--- config.mk ---
export PLATFORM = sky130hd
export DESIGN_NAME = wakeup_wheel
export DESIGN_NICKNAME = d
export VERILOG_FILES = /design/src/rtl/wakeup_wheel_pkg.sv /design/src/rtl/wakeup_lane_wheel.sv /design/src/rtl/wakeup_wheel.sv
export SDC_FILE = /design/constraint.sdc
export NUM_CORES = 1
export LEC_CHECK = 0
export ABC_AREA = 0
export BUFFER_PORTS_ARGS = -buffer_cell sky130_fd_sc_hd__clkbuf_2
export CELL_PAD_IN_SITES_DETAIL_PLACEMENT = 0
export CELL_PAD_IN_SITES_GLOBAL_PLACEMENT = 1
export CORE_ASPECT_RATIO = 1.4
export CORE_MARGIN = 2
export CORE_UTILIZATION = 45
export DETAILED_ROUTE_END_ITERATION = 10
export GPL_TIMING_DRIVEN = 1
export PLACE_DENSITY_LB_ADDON = 0.1
export SYNTH_ARGS = -nofsm -noshare
export SYNTH_HDL_FRONTEND = slang
export SYNTH_SLANG_ARGS = --single-unit
--- constraint.sdc ---
create_clock -name i_clk -period 5.4 [get_ports i_clk]
set_clock_uncertainty 0.05 [all_clocks]
set_input_delay 0.27 -clock i_clk [delete_from_list [all_inputs] [get_ports i_clk]]
set_output_delay 0.27 -clock i_clk [all_outputs]
set_load 0.005 [all_outputs]
--- src/rtl/wakeup_wheel_pkg.sv ---
// Shared constants and wheel-entry layout for the wakeup broadcast wheel.
// The entry field offsets are also used when packing issue-queue wakeup state.
package wakeup_wheel_pkg;

  localparam int DEF_WIDTH_REG = 5;
  localparam int DEF_WIDTH_BRM = 3;
  localparam int DEF_MAX_LAT   = 4;
  localparam int DEF_LAT_W     = 3;

  typedef struct packed {
    logic                     valid;
    logic [DEF_WIDTH_REG-1:0] dest;
    logic [DEF_WIDTH_BRM-1:0] brmask;
  } wheel_ent_t;

  localparam int ENT_BRM_LSB   = 0;
  localparam int ENT_DEST_LSB  = DEF_WIDTH_BRM;
  localparam int ENT_VALID_BIT = DEF_WIDTH_BRM + DEF_WIDTH_REG;
  localparam int ENT_W         = DEF_WIDTH_BRM + DEF_WIDTH_REG + 1;

endpackage

--- src/rtl/wakeup_lane_wheel.sv ---
// One issue lane's completion wheel: positions 1..MAX_LAT x 2 slots, position 1
// drives the lane's two broadcast tags.
module wakeup_lane_wheel
  import wakeup_wheel_pkg::*;
#(
  parameter int WIDTH_REG = DEF_WIDTH_REG,
  parameter int WIDTH_BRM = DEF_WIDTH_BRM,
  parameter int MAX_LAT   = DEF_MAX_LAT,
  parameter int LAT_W     = DEF_LAT_W
) (
  input  logic                   i_clk,
  input  logic                   i_rst,
  input  logic                   i_en,
  input  logic                   i_valid,
  input  logic [WIDTH_REG-1:0]   i_wdest,
  input  logic [LAT_W-1:0]       i_lat,
  input  logic [WIDTH_BRM-1:0]   i_brmask,
  input  logic [WIDTH_BRM-1:0]   i_BrKill,
  output logic [2*WIDTH_REG-1:0] o_wdest2,
  output logic                   o_replay
);

  typedef struct packed {
    logic                 valid;
    logic [WIDTH_REG-1:0] dest;
    logic [WIDTH_BRM-1:0] brmask;
  } ent_t;

  ent_t       r_pos [MAX_LAT][2];
  ent_t       w_nxt [MAX_LAT][2];
  logic [1:0] w_occ;
  logic       w_ins;
  logic       w_slot;
  logic       w_kill_in;

  // Occupancy of pos[L+1] before the shift, i.e. what lands in pos[L].
  always_comb begin
    w_occ = '0;
    for (int k = 1; k < MAX_LAT; k++)
      if (i_lat == LAT_W'(k)) w_occ = {r_pos[k][1].valid, r_pos[k][0].valid};
  end

  assign w_kill_in = |(i_brmask & i_BrKill);
  assign w_slot    = w_occ[0];

  always_comb begin
    o_replay = 1'b0;
    w_ins    = 1'b0;
    if (i_valid) begin
      if (!i_en)                                 o_replay = 1'b1;
      else if (i_wdest == '0 || i_lat == '0)     o_replay = 1'b0;
      else if (i_lat > LAT_W'(MAX_LAT))          o_replay = 1'b1;
      else if (w_kill_in)                        o_replay = 1'b0;
      else if (&w_occ)                           o_replay = 1'b1;
      else                                       w_ins    = 1'b1;
    end
  end

  always_comb begin
    for (int k = 0; k < MAX_LAT; k++)
      for (int s = 0; s < 2; s++) w_nxt[k][s] = r_pos[k][s];
    if (i_en) begin
      for (int k = 0; k < MAX_LAT-1; k++)
        for (int s = 0; s < 2; s++) w_nxt[k][s] = r_pos[k+1][s];
      w_nxt[MAX_LAT-1][0] = '0;
      w_nxt[MAX_LAT-1][1] = '0;
      if (w_ins)
        for (int k = 0; k < MAX_LAT; k++)
          if (i_lat == LAT_W'(k+1))
            w_nxt[k][w_slot] = '{valid: 1'b1, dest: i_wdest, brmask: i_brmask};
    end
    // Kill sees post-shift contents, and is applied even while frozen.
    for (int k = 0; k < MAX_LAT; k++)
      for (int s = 0; s < 2; s++)
        if (|(w_nxt[k][s].brmask & i_BrKill)) w_nxt[k][s].valid = 1'b0;
  end

  always_ff @(posedge i_clk or posedge i_rst) begin
    if (i_rst) r_pos <= '{default: '0};
    else       r_pos <= w_nxt;
  end

  for (genvar s = 0; s < 2; s++) begin : g_out
    assign o_wdest2[s*WIDTH_REG +: WIDTH_REG] = r_pos[0][s].valid ? r_pos[0][s].dest : '0;
  end

endmodule

--- src/rtl/wakeup_wheel.sv ---
// Two-lane wakeup wheel producing the 4-tag wakeup broadcast bus.
// Field 2j+s of o_wdest4x is lane j, slot s.
module wakeup_wheel
  import wakeup_wheel_pkg::*;
#(
  parameter int WIDTH_REG = DEF_WIDTH_REG,
  parameter int WIDTH_BRM = DEF_WIDTH_BRM,
  parameter int MAX_LAT   = DEF_MAX_LAT,
  parameter int LAT_W     = DEF_LAT_W
) (
  input  logic                   i_clk,
  input  logic                   i_rst,
  input  logic                   i_en,
  input  logic [1:0]             i_valid,
  input  logic [2*WIDTH_REG-1:0] i_wdest,
  input  logic [2*LAT_W-1:0]     i_lat,
  input  logic [2*WIDTH_BRM-1:0] i_brmask,
  input  logic [WIDTH_BRM-1:0]   i_BrKill,
  output logic [4*WIDTH_REG-1:0] o_wdest4x,
  output logic [1:0]             o_replay
);

  for (genvar j = 0; j < 2; j++) begin : g_lane
    wakeup_lane_wheel #(
      .WIDTH_REG (WIDTH_REG),
      .WIDTH_BRM (WIDTH_BRM),
      .MAX_LAT   (MAX_LAT),
      .LAT_W     (LAT_W)
    ) u_lane (
      .i_clk    (i_clk),
      .i_rst    (i_rst),
      .i_en     (i_en),
      .i_valid  (i_valid[j]),
      .i_wdest  (i_wdest[j*WIDTH_REG +: WIDTH_REG]),
      .i_lat    (i_lat[j*LAT_W +: LAT_W]),
      .i_brmask (i_brmask[j*WIDTH_BRM +: WIDTH_BRM]),
      .i_BrKill (i_BrKill),
      .o_wdest2 (o_wdest4x[j*2*WIDTH_REG +: 2*WIDTH_REG]),
      .o_replay (o_replay[j])
    );
  end

endmodule
# After elaboration in Yosys (flattened, before gate mapping)
# Cells that the tools add are included.
# op_classes
bitwise_logic	22
muxes	72
magnitude_cmp	6
eq_ne	8
n_reduce_logical	44
# ops
op	n
2-to-1 mux 72 bit	4
2-to-1 mux 18 bit	8
bitwise mux 18 bit	6
AND 3 bit	18
OR reduction 3 bit	18
2-to-1 mux 1 bit	40
AND 18 bit	2
nonzero test 2 bit	16
2-to-1 mux 5 bit	4
demux 9 bit (select 1 bit)	2
2-to-1 mux 9 bit	2
== test 3 x 2 -> 1 bit (second input constant)	4
2-to-1 mux 2 bit	6
logical NOT 5 bit	2
== test 3 x 1 -> 1 bit (second input constant)	2
== test 3 bit (second input constant)	2
> comparator 3 bit (second input constant)	2
logical NOT 3 bit	2
greater-or-equal comparator 2 bit (second input constant)	2
< comparator 2 x 1 -> 1 bit (second input constant)	2
NOT 1 -> 2 bit	2
AND reduction 2 bit	2
logical AND 1 bit	2
logical OR 1 bit	2
# word_totals
input_bits	30
out_inout_bits	22
ff_bits	144

# Longest topological paths before layout
# Gate-level depths: netlist (run 1).
# logic_depth
ltp_word	16
ltp_mapped	9
ltp_nobuf	6

# Cells and area by module
# From an unflattened synthesis (run 1), not the netlist that was laid out.
# hier_totals
cells_unflattened	716
area_unflattened_um2	7337.0
# modules_own_cells
mod	area_per_inst_um2	cells_per_inst	n_inst
wakeup_lane_wheel	3668.5	358	2

# Least setup slack after synthesis (run 1)
# No wires, ideal clock.
# synth_path
path_type	input port to flip-flop
start	in i_brmask[4]
end	reg g_lane[1].u_lane.r_pos[62] (netlist bit)
path_slack_ns	2.933
t_required_ns	5.246
path_buffers	2
stages	8
arrival_time_ns	2.313
cell_sequence	clkbuf_1 a222oi_1 o2111ai_1 nor3b_1 buf_2 mux2i_1 a21oi_1 a221oi_1
# synth_lines
element	line_no	rtl
start, declared	wakeup_wheel.sv:17	input logic [2*WIDTH_BRM-1:0] i_brmask,
end signal, assigned	wakeup_lane_wheel.sv:80	else r_pos <= w_nxt;
end, declared	wakeup_lane_wheel.sv:29	ent_t r_pos [MAX_LAT][2];

==> run_results.csv, run 1 <==
group,metric,value,unit
sta,slew_violations,0,
synth,ys_seq_area_share,51.1,%
finish,n_antenna_cell,0,
synth,syn_nets,733,
finish,top_regs,"g_lane.u_lane.r_pos (144)",
sta,finalSetupViolCount,0,
floorplanning,core_area,0.0155,mm²
finish,utilization,51.4,%
worst_setup_path,r2r_end,"g_lane[0].u_lane.r_pos[62]$_DFFE_PP0P_",
power,combPwrFrac,10.2,%
routing,drtAntennaViolNets,0,
job,maxCapViolCount,0,
routing,dr.pass1.iters,5,
synth,yosysMostFrequentCell,"dfrtp_1",
power,finalPower,2.64,mW
routing,vias_per_cell,5.80,
global_route,grt_first_pass_wirelength,28300,µm
global_route,grt_antenna_before_repair,0,
synth,synth-adder-area-share,0,%
cts,post-cts-setup-buffers,0,
worst_setup_path,regToRegSetupSlack,2.24,ns
worst_setup_path,cp.required,5.66,ns
sta,hold_viol_final,6,
sta,rsz0062_at_grt,"no",
sta,slew_headroom,22.7,%
worst_setup_path,slowest_stage,"a211oi_1",
cts,insertion_delay,0.42,ns
cts,path_clk_slew,0.06,ns
sta,fmax,317,MHz
cts,clockBufferDepth,2,
finish,largest-register,"g_lane.u_lane.r_pos",
worst_setup_path,cp_max_fo,11,
synth,yosys.area.top_type,"dfrtp_1",
synth,syn_avg_cell_area,10.0,µm²
finish,nNetsFinal,749,
synth,ys.warnings.count,0,
worst_setup_path,cpPeakStageDelay,0.76,ns
worst_setup_path,critPathLaunchType,"flop",
routing,drt_iter0_markers,371,
sta,min_period,3.16,ns
worst_setup_path,path_cells,"mux2i_1 -> a211oi_1 -> nand4_1 -> and3_1 -> a211o_1 -> a221oi_1",
floorplanning,std_cell_rows,54,
sta,worst_slew_pin_slew,1.16,ns
synth,synth-compound-area-share,17.6,%
synth,synth-simple-area-share,14.4,%
global_route,grt_max_degree,100,
global_route,grt_pass1_vias,5385,
routing,vias,5381,
cts,post_cts_resized,0,
worst_setup_path,rr_startpoint,"g_lane[0].u_lane.r_pos[17]$_DFFE_PP0P_",
power,intPower,1.94,mW
finish,drive_gt1_share,14.2,%
power,ir_drop,228,µV
power,p_leak,3.58,nW
worst_setup_path,end_kind,"flop",
placement,io_buffers,51,
status,status,"complete, but fails checks",
sta,holdWs,-0.00695,ns
floorplanning,die_h,152,µm
global_route,grt_usage,22.1,%
cts,cts_tree,"built",
synth,synth_top_family_by_area,"compound AO/OA/AOI/OAI gates",
cts,cts_buffers,17,
global_route,grt_overflow,0,
worst_setup_path,crit_type,"flop to flop",
routing,wl_per_cell,18.8,µm
finish,area_delta_synth_final,12.8,%
synth,synth_common_cells,"dfrtp_1 (144), a21oi_1 (99), nor2_1 (96)",
cts,cts_hold_buf,0,
synth,synth_top_area_share,51.1,%
min_path,timing.hold.worst.class,"input pin to async pin",
worst_setup_path,crit_start,"g_lane[0].u_lane.r_pos[17]$_DFFE_PP0P_",
placement,gp_congestion,0.866,
sta,fin_setup_tns,0,ns
cts,htree_levels,4,
synth,syn_inst,703,
sta,final.period_utilization,58.5,%
power,power.density,331,mW/mm²
power,p_sw_share,26.3,%
routing,drc_errors,0,
worst_setup_path,reg2reg_depth,6,
synth,synth_edf_count,0,
cts,cts_root_buf,"clkbuf_16",
synth,ys_ff_latch,144,
synth,synthFlopType,"dfrtp_1",
finish,largest_register_ff_count,144,
floorplanning,die_area,0.0167,mm²
synth,async_reset_ff_share,100,%
synth,netlist_area,0.00705,mm²
worst_setup_path,critPathArrivalTime,3.42,ns
power,seq_power_share,45.8,%
power,power.switching,694,µW
cts,cts.sinks,144,
floorplanning,design.portCount,52,
synth,muxShareOfSynthArea,12.9,%
floorplanning,start_util,45.6,%
power,pwr-share-clk,44.1,%
synth,ys_types,56,
floorplanning,die_w,110,µm
synth,synth_area_leaders,"dfrtp_1 (51%), mux2i_1 (12%), a21oi_1 (7.0%)",
routing,routed_wirelength,17400,µm
synth,synth-xor-area-share,0.124,%
placement,place_hpwl,11300,µm
status,violations,"hold timing",
==> power by group through the flow <==
stage / combinational [mW] / clock [mW] / sequential [mW]
final: 0.268 / 1.16 / 1.21
after global routing: 0.304 / 1.24 / 1.22
after CTS: 0.272 / 1.19 / 1.21
after detailed placement: 0.270 / 0 / 1.23
after global placement: 0.265 / 0 / 1.22
after floorplan: 0.195 / 0 / 1.21
==> cells in the final DEF, fill, tap and decap left out, types with 5 or more instances in the layout <==
master / instances
inv_6: 6
nor2b_1: 20
inv_1: 7
clkbuf_16: 17
nor2_1: 96
mux2_2: 5
nand2_1: 35
and2_1: 27
nand3_1: 11
clkbuf_2: 50
o21ai_0: 10
mux2i_1: 85
o22ai_1: 6
buf_4: 5
dfrtp_1: 144
a221oi_1: 9
a211oi_1: 5
a22o_1: 19
a21oi_1: 99
==> per-layer routing <==
layer,global-route usage [%],wire (µm),vias up
li1,-,-,2552
met1,28.2,7400,2685
met2,36.5,9150,120
met3,5.02,571,24
met4,7.29,325,0
met5,0,0,-
==> cell type report <==
cell class	instances	area, µm²
Fill cell	1462	7520
Sequential cell	144	3600
Multi-Input combinational cell	492	3190
Clock buffer	18	429
Timing Repair Buffer	56	299
Tap cell	196	245
Clock inverter	14	153
Inverter	8	35.0
==> through the flow <==
step / setup slack [ns] / instances / instance area [µm²]
floorplan: 1.21 / 703 / 7050
global placement: 2.03 / 896 / 7370
detailed placement: 1.90 / 896 / 7370
CTS: 2.20 / 928 / 7950
global route: 1.94 / 928 / 7950
finish: 2.24 / 928 / 7950
==> worst max-delay path by stage <==
stage / to / slack (ns) / cells past startpoint
after floorplan: g_lane[0].u_lane.r_pos[0]$_DFF_PP0_ / 1.21 / 1
after global placement: g_lane[1].u_lane.r_pos[62]$_DFFE_PP0P_ / 2.03 / 7
after detailed placement: g_lane[1].u_lane.r_pos[62]$_DFFE_PP0P_ / 1.90 / 7
after CTS: g_lane[0].u_lane.r_pos[62]$_DFFE_PP0P_ / 2.20 / 6
after global routing: g_lane[0].u_lane.r_pos[62]$_DFFE_PP0P_ / 1.94 / 6
final: g_lane[0].u_lane.r_pos[62]$_DFFE_PP0P_ / 2.24 / 6
==> kinds of logic after synthesis <==
| logic type | after synthesis |
|---|---|
| flops | 144 |
| compound gates | 188 |
| mux | 90 |
| xor+xnor | 1 |
| buf+inv | 67 |
| simple gates | 213 |
==> critical path, delay by kind of cell, from the launching register on <==
family	cells	cell delay, ns
compound gates	3	1.29
flops	1	0.47
simple gates	2	1.11
mux	1	0.12
Power figures use the tool's default switching activity.
==> run 2, diff against run 1 <==
--- a/config.mk
+++ b/config.mk
@@ -11,7 +11,7 @@
 export CELL_PAD_IN_SITES_GLOBAL_PLACEMENT = 1
 export CORE_ASPECT_RATIO = 1.4
 export CORE_MARGIN = 2
-export CORE_UTILIZATION = 45
+export CORE_UTILIZATION = 43
 export DETAILED_ROUTE_END_ITERATION = 10
 export GPL_TIMING_DRIVEN = 1
 export PLACE_DENSITY_LB_ADDON = 0.1
==> constraint.sdc (replaced) <==
create_clock -name i_clk -period 2.8 [get_ports i_clk]
set_clock_uncertainty 0.05 [all_clocks]
set_input_delay 0.14 -clock i_clk [delete_from_list [all_inputs] [get_ports i_clk]]
set_output_delay 0.14 -clock i_clk [all_outputs]
set_load 0.005 [all_outputs]
==> run 2 against run 1 <==
- the flow now finishes without violations
- count of clock-buffer cells in the layout increased by 1
- non-clock buffer count rose by 30
- flip-flop and latch count did not move
- cell area increased by 2.4%
- routed wire length is 2.7% higher
- final cell count increased by 3.4%
- register-to-register slack got worse by 1.7 ns
- worst setup slack worse by 1.8 ns
- die area grew 4.5%
- total power rose by 86%
- hold slack gained 0.046 ns
- critical path type is now flop to primary output
- largest power group unchanged
==> run_results.csv, run 2 (same netlist as run 1, synthesis figures left out) <==
group,metric,value,unit
finish,utilization,50.6,%
sta,fin_ws,0.492,ns
placement,place_hpwl,12400,µm
finish,area_delta_synth_final,15.6,%
power,pwr-share-clk,41.3,%
sta,fmax,433,MHz
cts,cts_buffers,17,
routing,dr.pass1.iters,6,
global_route,grt_first_pass_wirelength,29500,µm
floorplanning,die_h,155,µm
floorplanning,std_cell_rows,55,
power,power.density,601,mW/mm²
worst_setup_path,reg2reg_depth,6,
worst_setup_path,critPathLaunchType,"flop",
power,p_sw_share,27.0,%
power,intPower,3.57,mW
worst_setup_path,worstSetupEndpoint,"o_replay[0]",
cts,cts_tree,"built",
worst_setup_path,crit_type,"flop to primary output",
floorplanning,start_util,43.8,%
cts,htree_levels,4,
sta,worst_slew_pin_slew,0.847,ns
global_route,grt_overflow,0,
global_route,grt_usage,21.4,%
sta,rsz0062_at_grt,"no",
power,seq_power_share,47.6,%
finish,layout_common_cells,"dfrtp_1 (144), a21oi_1 (99), nor2_1 (96)",
finish,stdcell_count,960,
power,ir_drop,367,µV
status,status,"finished clean",
sta,slew_headroom,43.5,%
floorplanning,die_area,0.0174,mm²
routing,drtAntennaViolNets,0,
worst_setup_path,rr_startpoint,"g_lane[1].u_lane.r_pos[35]$_DFFE_PP0P_",
routing,wl_per_cell,18.7,µm
placement,gp_congestion,0.846,
global_route,grt_pass1_vias,5568,
worst_setup_path,r2r_end,"g_lane[1].u_lane.r_pos[26]$_DFFE_PP0P_",
cts,path_clk_slew,0.06,ns
cts,insertion_delay,0.42,ns
sta,slew_violations,0,
global_route,grt_max_degree,87,
min_path,timing.hold.worst.class,"input pin to flop",
routing,vias_per_cell,5.63,
finish,drive_gt1_share,17.2,%
floorplanning,die_w,112,µm
placement,dp_cells,928,
routing,routed_wirelength,17900,µm
cts,clockBufferDepth,2,
cts,cts_root_buf,"clkbuf_16",
finish,final_common_cell,"dfrtp_1",
routing,drt_iter0_markers,354,
power,combPwrFrac,11.1,%
finish,nFillCells,1542,
placement,io_buffers,51,
sta,final.period_utilization,82.4,%
sta,hold_viol_final,0,
worst_setup_path,regToRegSetupSlack,0.53,ns
placement,place_ws,0.221,ns
sta,min_period,2.31,ns
worst_setup_path,end_kind,"primary output",
finish,largest_register_ff_count,144,
finish,nNetsFinal,779,
floorplanning,design.portCount,52,
finish,n_antenna_cell,0,
job,maxCapViolCount,0,
sta,finalSetupViolCount,0,
sta,fin_setup_tns,0,ns
worst_setup_path,crit_start,"g_lane[0].u_lane.r_pos[17]$_DFFE_PP0P_",
min_path,hold_start,"i_wdest[6]",
cts,cts.sinks,144,
power,power.switching,1.32,mW
worst_setup_path,critPathArrivalTime,2.12,ns
finish,top_regs,"g_lane.u_lane.r_pos (144)",
finish,largest-register,"g_lane.u_lane.r_pos",
power,p_leak,3.68,nW
floorplanning,core_area,0.0161,mm²
routing,vias,5403,
power,finalPower,4.90,mW
global_route,grt_antenna_before_repair,1,
routing,drc_errors,0,
worst_setup_path,cp_max_fo,8,
worst_setup_path,cp.required,2.61,ns
==> run 2: cell count changes in the layout (fill, tap and decap cells not counted), sizes merged <==
cell         before  now
buf               6   35
bufinv            2    0
clkbuf           68   69
clkinv            6    5
clkinvlp          1    6
dlygate4sd3       0    1
inv              13    9
==> run 2: worst min path at each step <==
stage | to | slack (ns) | cells past startpoint
2_1_floorplan | g_lane[0].u_lane.r_pos[12]$_DFFE_PP0P_ | 0.22 | 1
3_3_place_gp | g_lane[0].u_lane.r_pos[0]$_DFF_PP0_ | 0.25 | 2
3_5_place_dp | g_lane[0].u_lane.r_pos[17]$_DFFE_PP0P_ | 0.27 | 2
4_1_cts | g_lane[1].u_lane.r_pos[13]$_DFFE_PP0P_ | 0.02 | 2
5_1_grt | g_lane[1].u_lane.r_pos[13]$_DFFE_PP0P_ | 0.05 | 2
6_report | g_lane[1].u_lane.r_pos[13]$_DFFE_PP0P_ | 0.04 | 2
==> run 2: stage by stage <==
step           hold WS (ns)  cell area, µm²
6_report             0.0391            8150
5_1_grt              0.0516            8150
4_1_cts              0.0183            8150
3_5_place_dp          0.269            7620
3_3_place_gp          0.247            7620
2_1_floorplan         0.223            7050
==> run 2: layer usage <==
layer  global-route usage [%]  part of all wire [%]  wire length (µm)
met1                     27.0                    43              7760
met2                     36.0                    51              9050
met5                        0                     0                 0
met3                     4.36                   3.6               652
met4                     8.59                   2.5               444
==> run 2: area by class of cell <==
type | count | area (µm²) | share of cell area (%)
Sequential cell | 144 | 3600 | 44.2
Multi-Input combinational cell | 492 | 3190 | 39.1
Timing Repair Buffer | 86 | 552 | 6.77
Clock buffer | 19 | 433 | 5.31
Tap cell | 199 | 249 | 3.06
Clock inverter | 12 | 87.6 | 1.07
Inverter | 8 | 33.8 | 0.415
==> run 2: critical path, stage by stage, from the launching register on <==
cell	delay [ns]
dfrtp_1	0.48
mux2i_1	0.12
a211oi_1	0.25
buf_4	0.19
and2_1	0.16
a21oi_1	0.08
o21ai_0	0.19
and2_1	0.14
clkbuf_2	0.10
==> run 2: power groups by stage <==
stage / clock network (mW) / registers, mW / logic [mW]
floorplan: 0 / 2.33 / 0.376
global placement: 0 / 2.36 / 0.538
detailed placement: 0 / 2.37 / 0.549
CTS: 2.07 / 2.33 / 0.553
global route: 2.16 / 2.35 / 0.615
finish: 2.02 / 2.33 / 0.545
==> run 2: timing repair <==
item | CTS | global route
resized for setup | 0 | 0
endpoints found under the setup margin | 0 | 0
endpoints found under the hold margin | 28 | 0
buffers inserted | 0 | 0
hold buffers | 1 | 0
==> run 3, diff against run 2 <==
--- a/config.mk
+++ b/config.mk
@@ -11,7 +11,7 @@
 export CELL_PAD_IN_SITES_GLOBAL_PLACEMENT = 1
 export CORE_ASPECT_RATIO = 1.4
 export CORE_MARGIN = 2
-export CORE_UTILIZATION = 43
+export CORE_UTILIZATION = 45
 export DETAILED_ROUTE_END_ITERATION = 10
 export GPL_TIMING_DRIVEN = 1
 export PLACE_DENSITY_LB_ADDON = 0.1
==> constraint.sdc (replaced) <==
create_clock -name i_clk -period 2.2 [get_ports i_clk]
set_clock_uncertainty 0.05 [all_clocks]
set_input_delay 0.11 -clock i_clk [delete_from_list [all_inputs] [get_ports i_clk]]
set_output_delay 0.11 -clock i_clk [all_outputs]
set_load 0.005 [all_outputs]
==> run 3 against run 2 <==
- critical path depth stayed put
- count of clock-buffer cells in the layout is 1 higher
- first-iteration DRC count is 0.28% higher
- combinational power is 37% higher
- sequential power is 27% higher
- highest routed layer unchanged
- final cell count is 4.0% higher
- routed wire length is 0.44% higher
- cell area is 5.9% higher
- register-to-register slack worse by 0.39 ns
==> run_results.csv, run 3 (same netlist as run 1, synthesis figures left out) <==
group,metric,value,unit
finish,drive_gt1_share,22.6,%
routing,vias,5572,
power,p_leak,3.97,nW
global_route,grt_overflow,0,
routing,drc_errors,0,
power,p_sw_share,24.6,%
finish,utilization,55.8,%
cts,cts_tree,"built",
power,ir_drop,536,µV
min_path,whs_path_depth,3,
finish,final_common_cell,"dfrtp_1",
routing,wl_per_cell,18.0,µm
floorplanning,die_h,152,µm
finish,fin_area,0.00863,mm²
placement,gp_congestion,0.839,
worst_setup_path,critPathArrivalTime,1.94,ns
global_route,grt_antenna_before_repair,0,
finish,top_regs,"g_lane.u_lane.r_pos (144)",
worst_setup_path,end_kind,"primary output",
worst_setup_path,critPathLaunchType,"flop",
global_route,grt_usage,22.6,%
placement,place_hpwl,12500,µm
placement,io_buffers,51,
routing,drtAntennaViolNets,0,
routing,drt_iter0_markers,355,
routing,routed_wirelength,18000,µm
cts,insertion_delay,0.42,ns
sta,hold_viol_final,0,
power,seq_power_share,43.0,%
worst_setup_path,cp.required,2.04,ns
cts,htree_levels,4,
cts,path_clk_slew,0.06,ns
finish,nNetsFinal,819,
floorplanning,start_util,45.6,%
global_route,grt_max_degree,129,
routing,dr.pass1.iters,5,
power,power.switching,1.69,mW
job,maxCapViolCount,0,
power,finalPower,6.89,mW
sta,slew_headroom,20.4,%
power,pwr-share-clk,46.2,%
sta,min_period,2.10,ns
power,intPower,5.20,mW
global_route,grt_pass1_vias,5711,
power,power.density,799,mW/mm²
finish,largest_register_ff_count,144,
sta,slew_violations,0,
power,combPwrFrac,10.9,%
finish,area_delta_synth_final,22.4,%
min_path,timing.hold.worst.class,"input pin to flop",
worst_setup_path,reg2reg_depth,6,
finish,n_antenna_cell,0,
worst_setup_path,crit_type,"flop to primary output",
worst_setup_path,cp_max_fo,3,
sta,rsz0062_at_grt,"no",
finish,stdcell_count,998,
sta,finalSetupViolCount,0,
floorplanning,die_area,0.0167,mm²
status,status,"finished clean",
global_route,grt_first_pass_wirelength,29400,µm
sta,fmax,477,MHz
finish,layout_common_cells,"dfrtp_1 (144), a21oi_1 (97), nor2_1 (96)",
sta,final.period_utilization,95.3,%
cts,cts_root_buf,"clkbuf_16",
routing,vias_per_cell,5.58,
floorplanning,die_w,110,µm
sta,worst_slew_pin_slew,1.19,ns
cts,cts_buffers,17,
cts,cts.sinks,144,
floorplanning,std_cell_rows,54,
cts,clockBufferDepth,2,
floorplanning,core_area,0.0155,mm²
floorplanning,design.portCount,52,
finish,largest-register,"g_lane.u_lane.r_pos",
placement,placed_cell_area,0.00789,mm²
placement,dp_cells,962,
[run 3: final timing paths]
kind | start | to | slack, ns
setup / recovery | g_lane[0].u_lane.r_pos[53]$_DFFE_PP0P_ | o_replay[0] | 0.10
hold / removal | i_wdest[8] | g_lane[1].u_lane.r_pos[15]$_DFFE_PP0P_ | 0.04
setup reg to reg | g_lane[1].u_lane.r_pos[44]$_DFFE_PP0P_ | g_lane[1].u_lane.r_pos[26]$_DFFE_PP0P_ | 0.14
hold reg to reg | g_lane[1].u_lane.r_pos[70]$_DFFE_PP0P_ | g_lane[1].u_lane.r_pos[70]$_DFFE_PP0P_ | 0.42
max in group asynchronous | i_rst | g_lane[1].u_lane.r_pos[26]$_DFFE_PP0P_ | 1.08
min in group asynchronous | i_rst | g_lane[0].u_lane.r_pos[57]$_DFFE_PP0P_ | 0.13
[run 3: layer usage]
layer	track usage [%]	vias to the layer above	wire length, µm
met3	3.82	18	493
met2	39.3	95	9600
met5	0	-	0
met1	28.9	2781	7670
met4	5.55	0	218
li1	-	2678	-
[run 3: area by class of cell]
type | instances | area, µm²
repair buffers | 126 | 842
clock inverters | 12 | 203
flip-flops and latches | 144 | 3600
multi-input cells | 492 | 3260
fillers | 1409 | 6840
clock buffers | 20 | 447
inverters | 8 | 33.8
well taps | 196 | 245
[run 3: through the flow]
| stage | hold slack (ns) | setup TNS (ns) | worst slack [ns] |
|---|---|---|---|
| after global routing | 0.0496 | 0 | 0.000833 |
| after global placement | -0.00111 | -11.83 | -0.475 |
| after detailed placement | -0.00230 | -8.93 | -0.484 |
| after floorplan | 0.193 | -0.127 | -0.0799 |
| final | 0.0434 | 0 | 0.103 |
| after CTS | 0.0346 | 0 | 0.00755 |
[run 3: timing repair]
| item | 4_1_cts | 5_1_grt |
|---|---|---|
| cloned | 0 | 0 |
| endpoints found under the setup margin | 3 | 5 |
| resized for setup | 5 | 8 |
| endpoints found under the hold margin | 96 | 0 |
| setup buffers | 1 | 1 |
| hold buffers | 2 | 0 |
| pin swaps | 1 | 5 |
[run 3: power by group through the flow]
stage / combinational [mW] / clock (mW) / sequential [mW]
final: 0.748 / 3.18 / 2.96
after global routing: 0.835 / 3.37 / 2.98
after CTS: 0.748 / 3.24 / 2.96
after detailed placement: 0.732 / 0 / 3.01
after global placement: 0.718 / 0 / 3.00
after floorplan: 0.483 / 0 / 2.97
[run 3: critical path, cell delays in order, from the launching register on]
cell,delay (ns)
dfrtp_1,0.42
a21oi_2,0.08
a211oi_2,0.28
buf_4,0.19
and2_4,0.15
a21oi_2,0.06
o21ai_1,0.11
and2_1,0.13
clkbuf_2,0.11
